**config.mk**
```make
export PLATFORM = sky130hd
export DESIGN_NAME = gsim_feeder
export DESIGN_NICKNAME = d
export VERILOG_FILES = /design/src/rtl/gsim_feeder.sv
export SDC_FILE = /design/constraint.sdc
export NUM_CORES = 1
export LEC_CHECK = 0
export BUFFER_PORTS_ARGS = -buffer_cell sky130_fd_sc_hd__buf_2
export CORE_MARGIN = 5
export CORE_UTILIZATION = 35
export CTS_CLUSTER_SIZE = 40
export DETAILED_ROUTE_END_ITERATION = 16
export PLACE_DENSITY = 0.52
export SYNTH_ARGS = -nofsm -noshare
export SYNTH_HDL_FRONTEND = slang
export SYNTH_SLANG_ARGS = --single-unit
```
**constraint.sdc**
```tcl
create_clock -name clk -period 4.9 [get_ports clk]
set_input_delay 0.98 -clock clk [delete_from_list [all_inputs] [get_ports clk]]
set_output_delay 0.98 -clock clk [all_outputs]
set_load 0.03 [all_outputs]
```
**src/rtl/gsim_feeder.sv**
```systemverilog
// rtl/gsim_feeder.sv - stream-to-burst adapter for the GSIM solver core
// Optional feature: define GSIM_FEEDER_TIMEOUT_EN to abort WAIT after TIMEOUT cycles.
module gsim_feeder #(
  parameter int N       = 16,
  parameter int BW      = 16,
  parameter int XW      = 32,
  parameter int TIMEOUT = 4096
) (
  input  logic          clk,
  input  logic          reset,
  input  logic          s_valid,
  output logic          s_ready,
  input  logic [BW-1:0] s_data,
  output logic          gsim_in_en,
  output logic [BW-1:0] gsim_b_in,
  input  logic [XW-1:0] gsim_x_out,
  input  logic          gsim_out_valid,
  output logic          m_valid,
  input  logic          m_ready,
  output logic [XW-1:0] m_data,
  output logic          m_last,
  output logic          busy,
  output logic          err
);

  localparam int IW = $clog2(N);

  typedef enum logic [2:0] {LOAD, SEND, WAIT, CAPTURE, DRAIN} state_t;

  state_t        state, state_n;
  logic [IW-1:0] idx, idx_n, idx_inc;
  logic          idx_last;
  logic [BW-1:0] bbuf [N];
  logic [XW-1:0] xbuf [N];
  logic          x_we;
  logic          timeout_hit;

  logic          in_en_n, m_valid_n, m_last_n, busy_n, err_n;
  logic [BW-1:0] b_in_n;
  logic [XW-1:0] m_data_n;

  assign s_ready  = (state == LOAD);
  assign idx_inc  = idx + IW'(1);
  assign idx_last = (idx == IW'(N-1));

`ifdef GSIM_FEEDER_TIMEOUT_EN
  localparam int TW = $clog2(TIMEOUT + 1);
  logic [TW-1:0] wait_cnt;

  // Cycles spent in WAIT; restarts at zero on every entry.
  always_ff @(posedge clk) begin
    if (reset || state != WAIT) wait_cnt <= '0;
    else                        wait_cnt <= wait_cnt + TW'(1);
  end

  assign timeout_hit = (state == WAIT) && (wait_cnt == TW'(TIMEOUT - 1));
`else
  assign timeout_hit = 1'b0;
`endif

  // Right-hand-side buffer fills only on upstream handshakes.
  always_ff @(posedge clk) begin
    if (s_valid && s_ready) bbuf[idx] <= s_data;
  end

  // Solution buffer fills from the GSIM output burst.
  always_ff @(posedge clk) begin
    if (x_we) xbuf[idx] <= gsim_x_out;
  end

  // State, index and registered outputs.
  always_ff @(posedge clk) begin
    if (reset) begin
      state      <= LOAD;
      idx        <= '0;
      gsim_in_en <= 1'b0;
      gsim_b_in  <= '0;
      m_valid    <= 1'b0;
      m_data     <= '0;
      m_last     <= 1'b0;
      busy       <= 1'b0;
      err        <= 1'b0;
    end else begin
      state      <= state_n;
      idx        <= idx_n;
      gsim_in_en <= in_en_n;
      gsim_b_in  <= b_in_n;
      m_valid    <= m_valid_n;
      m_data     <= m_data_n;
      m_last     <= m_last_n;
      busy       <= busy_n;
      err        <= err_n;
    end
  end

  // Next state, next index and next values of the registered outputs.
  always_comb begin
    state_n   = state;
    idx_n     = idx;
    in_en_n   = 1'b0;
    b_in_n    = '0;
    m_valid_n = m_valid;
    m_data_n  = m_data;
    m_last_n  = m_last;
    err_n     = err;
    x_we      = 1'b0;
    case (state)
      LOAD: begin
        if (s_valid) begin
          idx_n = idx_inc;
          if (idx_last) begin
            // bbuf[0] is already stable, so b1 goes out on the very next cycle.
            state_n = SEND;
            idx_n   = '0;
            in_en_n = 1'b1;
            b_in_n  = bbuf[0];
          end
        end
      end
      SEND: begin
        if (idx_last) begin
          state_n = WAIT;
          idx_n   = '0;
        end else begin
          in_en_n = 1'b1;
          b_in_n  = bbuf[idx_inc];
          idx_n   = idx_inc;
        end
      end
      WAIT: begin
        if (timeout_hit) begin
          err_n   = 1'b1;
          state_n = LOAD;
        end else if (gsim_out_valid) begin
          x_we    = 1'b1;
          idx_n   = IW'(1);
          state_n = CAPTURE;
        end
      end
      CAPTURE: begin
        if (gsim_out_valid) begin
          x_we  = 1'b1;
          idx_n = idx_inc;
          if (idx_last) begin
            state_n   = DRAIN;
            idx_n     = '0;
            m_valid_n = 1'b1;
            m_data_n  = xbuf[0];
            m_last_n  = (N == 1);
          end
        end else begin
          // A burst shorter than N words is unusable; flag it and start over.
          err_n   = 1'b1;
          state_n = LOAD;
          idx_n   = '0;
        end
      end
      DRAIN: begin
        if (m_ready) begin
          if (idx_last) begin
            state_n   = LOAD;
            idx_n     = '0;
            m_valid_n = 1'b0;
            m_data_n  = '0;
            m_last_n  = 1'b0;
          end else begin
            idx_n    = idx_inc;
            m_data_n = xbuf[idx_inc];
            m_last_n = (idx_inc == IW'(N-1));
          end
        end
      end
      default: begin
        state_n = LOAD;
        idx_n   = '0;
      end
    endcase
    busy_n = (state_n != LOAD);
  end

endmodule

```
==> results.sh <==
export IMPL_outcome="finished clean"
export IMPL_critPathArrivalTime_ns=3.85
export IMPL_power_frac_seq=0.504
export IMPL_crit_required_ns=5.46
export IMPL_p_int_mw=12.1
export IMPL_tightest_slew_ns=1.24
export IMPL_cellLeakagePower_nw=11.5
export IMPL_overflow=0
export IMPL_r2r_setup_slack_ns=1.60
export IMPL_die_h_um=310
export IMPL_syn_to_final_growth_pct=16.5
export IMPL_die_area_um2=96300
export IMPL_port_buffers=106
export IMPL_clkPwrFrac=0.440
export IMPL_finalHoldViolCount=0
export IMPL_timing_final_max_slew_violations=0
export IMPL_drive_gt1_frac=0.366
export IMPL_synthDistinctLibCells=45
export IMPL_wl_per_cell_um=26.9
export IMPL_drtIter0Drc=1532
export IMPL_post_cts_buffers=0
export IMPL_rsz0062_at_grt="no"
export IMPL_critical_path_class="flop to flop"
export IMPL_synth_edf_count=768
export IMPL_routed_wirelength_mm=76.1
export IMPL_hpwl_mm=43.2
export IMPL_drtPass1Iterations=6
export IMPL_cts_tree="done"
export IMPL_root_buffer="clkbuf_16"
export IMPL_grt_pass1_wl_mm=111
export IMPL_powerDensity_nw_per_um2=419
export IMPL_grt_pass1_vias=15629
export IMPL_startpoint_type="flop"
export IMPL_cp_end_kind="flop"
export IMPL_cts_hold_buf=0
export IMPL_grt_use_total=0.158
export IMPL_min_path_cells=2
export IMPL_comb_power_share=0.056
export IMPL_fin_area_um2=36800
export IMPL_yosysTopAreaCell="edfxtp_1"
export IMPL_fin_crit_ns=3.30
export IMPL_p_switching_mw=3.24
export IMPL_drc=0
export IMPL_antenna_found_initial=7
export IMPL_syn_nets=1472
export IMPL_path_max_fanout=43
export IMPL_avgSynthCellArea_um2=22.3
export IMPL_gp_congestion=0.755
export IMPL_initial_utilization=0.352
export IMPL_max_freq_mhz=303
export IMPL_vdd_ir_drop_max_mv=0.240
export IMPL_clock_path_buffers=3
export IMPL_cap_violations=0
export IMPL_setup_viol=0
export IMPL_synth_ff_type="edfxtp_1"
export IMPL_fillers=7887
export IMPL_clkTransAtPathRegs_ns=0.06
export IMPL_seq_area_frac_synth=0.769
export IMPL_max_slew_margin_rel=0.172
export IMPL_async_flop_share=0
export IMPL_ys_warn_count=0
export IMPL_htreeDepth=3
export IMPL_cts_sinks=828
export IMPL_clock_latency_ns=0.64
export IMPL_min_period_over_period=0.673
export IMPL_synth_top_area_share=0.731
export IMPL_nets=1629
export IMPL_synthesis_area_um2=31600
export IMPL_vias=14962
export IMPL_ant_nets=0
export IMPL_numCtsBuffers=89
export IMPL_synth_common_cells="edfxtp_1 (768), mux4_2 (209), nor2_1 (70)"
export IMPL_hp_class="flop to flop"
export IMPL_via_per_inst=5.30
export IMPL_synthTopCellsByArea="edfxtp_1 (73%), mux4_2 (15%), dfxtp_1 (3.8%), mux2_2 (2.2%), a222oi_1 (0.98%)"
export IMPL_ctsResizeCount=0
export IMPL_pin_count=107
export IMPL_rows=110
export IMPL_ff2ff_path_depth=7
export IMPL_core_um2=89700
export IMPL_final_setup_tns_ns=0
export IMPL_grt_max_degree=104
export IMPL_placed_cell_area_um2=33800
export IMPL_finalClockSkew_ns=0.0287
export IMPL_ys_ff_latch=828
export IMPL_post_synth_top_count_cell="edfxtp_1"
export IMPL_die_w_um=310
export IMPL_synthCells=1415
export IMPL_power_share_switching=0.211
power groups by stage:
stage	registers [mW]	logic, mW	clock network, mW
2_1_floorplan	7.90	0.580	0
3_3_place_gp	7.90	0.883	0
3_5_place_dp	7.90	0.890	0
4_1_cts	7.75	0.893	6.94
5_1_grt	7.75	0.935	7.24
6_report	7.75	0.865	6.78
registers in the layout, summed over array words and instances (netlist names):
register	flops
err	1
state	3
busy	1
gsim_b_in	16
m_last	1
gsim_in_en	1
bbuf	256
m_data	32
idx	4
m_valid	1
xbuf	512
cell type report:
| class | count | area [um^2] | share of cell area |
|---|---|---|---|
| clock inverter | 58 | 663 | 0.0180 |
| multi-input combinational | 498 | 7080 | 0.193 |
| inverter | 4 | 15.0 | 0.000408 |
| clock buffer | 107 | 2290 | 0.0624 |
| sequential | 828 | 24300 | 0.660 |
| tap | 1176 | 1470 | 0.0400 |
| antenna | 3 | 7.51 | 0.000204 |
| timing repair buffer | 151 | 968 | 0.0263 |
routing by layer:
layer / vias to the layer above / part of all wire / global-route usage
met5: - / 0.00058 / 0
met1: 7997 / 0.44 / 0.223
met3: 113 / 0.067 / 0.0346
met2: 482 / 0.48 / 0.255
met4: 4 / 0.020 / 0.0391
li1: 6366 / - / -
through the flow:
step	instances	worst slack [ns]	hold WS (ns)	power (mW)	util
2_1_floorplan	1415	1.17	0.456	8.48	-
3_3_place_gp	2655	1.50	0.457	8.78	0.376
3_5_place_dp	2656	1.49	0.465	8.79	0.376
4_1_cts	2821	1.47	0.477	15.6	0.409
5_1_grt	2822	1.31	0.497	15.9	0.410
6_report	2825	1.60	0.474	15.4	0.410
worst max-delay path, stage by stage (launching register included):
cell and delay [ns]:
dfxtp_1 0.44, ha_1 0.52, and3_1 0.48, nand3_1 0.25, nand2_2 0.78, buf_4 0.42
nand4b_1 0.13, a21oi_1 0.18
kinds of logic (layout without fill, tap and decap cells):
kind of cell / Yosys count / after routing / synth area share
buffers and inverters: 89 / 320 / 0.0140
adder cells (fa/ha/maj): 4 / 4 / 0.00159
XOR/XNOR: 2 / 2 / 0.000793
multiplexers: 272 / 272 / 0.172
other: 0 / 3 / 0
flip-flops: 828 / 828 / 0.769
AND/OR/NAND/NOR: 117 / 117 / 0.0165
AO/OA/AOI/OAI: 103 / 103 / 0.0268
layout by cell type, fill, tap and decap left out, types with 3 or more instances in the layout:
master / Yosys / routed
clkinv_2: 0 / 23
inv_1: 4 / 4
buf_12: 0 / 8
bufinv_16: 0 / 12
ha_1: 4 / 3
buf_4: 6 / 37
clkinv_1: 0 / 12
a21oi_1: 13 / 13
nand3_1: 5 / 5
nand2_1: 18 / 17
clkbuf_16: 0 / 89
buf_2: 31 / 106
diode_2: 0 / 3
a22o_1: 17 / 17
a222oi_1: 31 / 31
nor2_1: 70 / 38
mux2_2: 63 / 63
edfxtp_1: 768 / 768
dfxtp_1: 60 / 59
nand2b_1: 4 / 4
clkbuf_1: 41 / 18
mux4_2: 209 / 209
clkinvlp_4: 0 / 4
a211oi_1: 32 / 32
nor2_2: 0 / 15
nor2_4: 0 / 17
clkinv_4: 0 / 3
path summary, 6_finish.rpt:
kind / endpoint / from
setup / recovery: m_last / idx[1]
hold / removal: m_last / m_last
setup reg to reg: m_last / idx[1]
hold reg to reg: m_last / m_last
(Power assumes the default switching activity.)
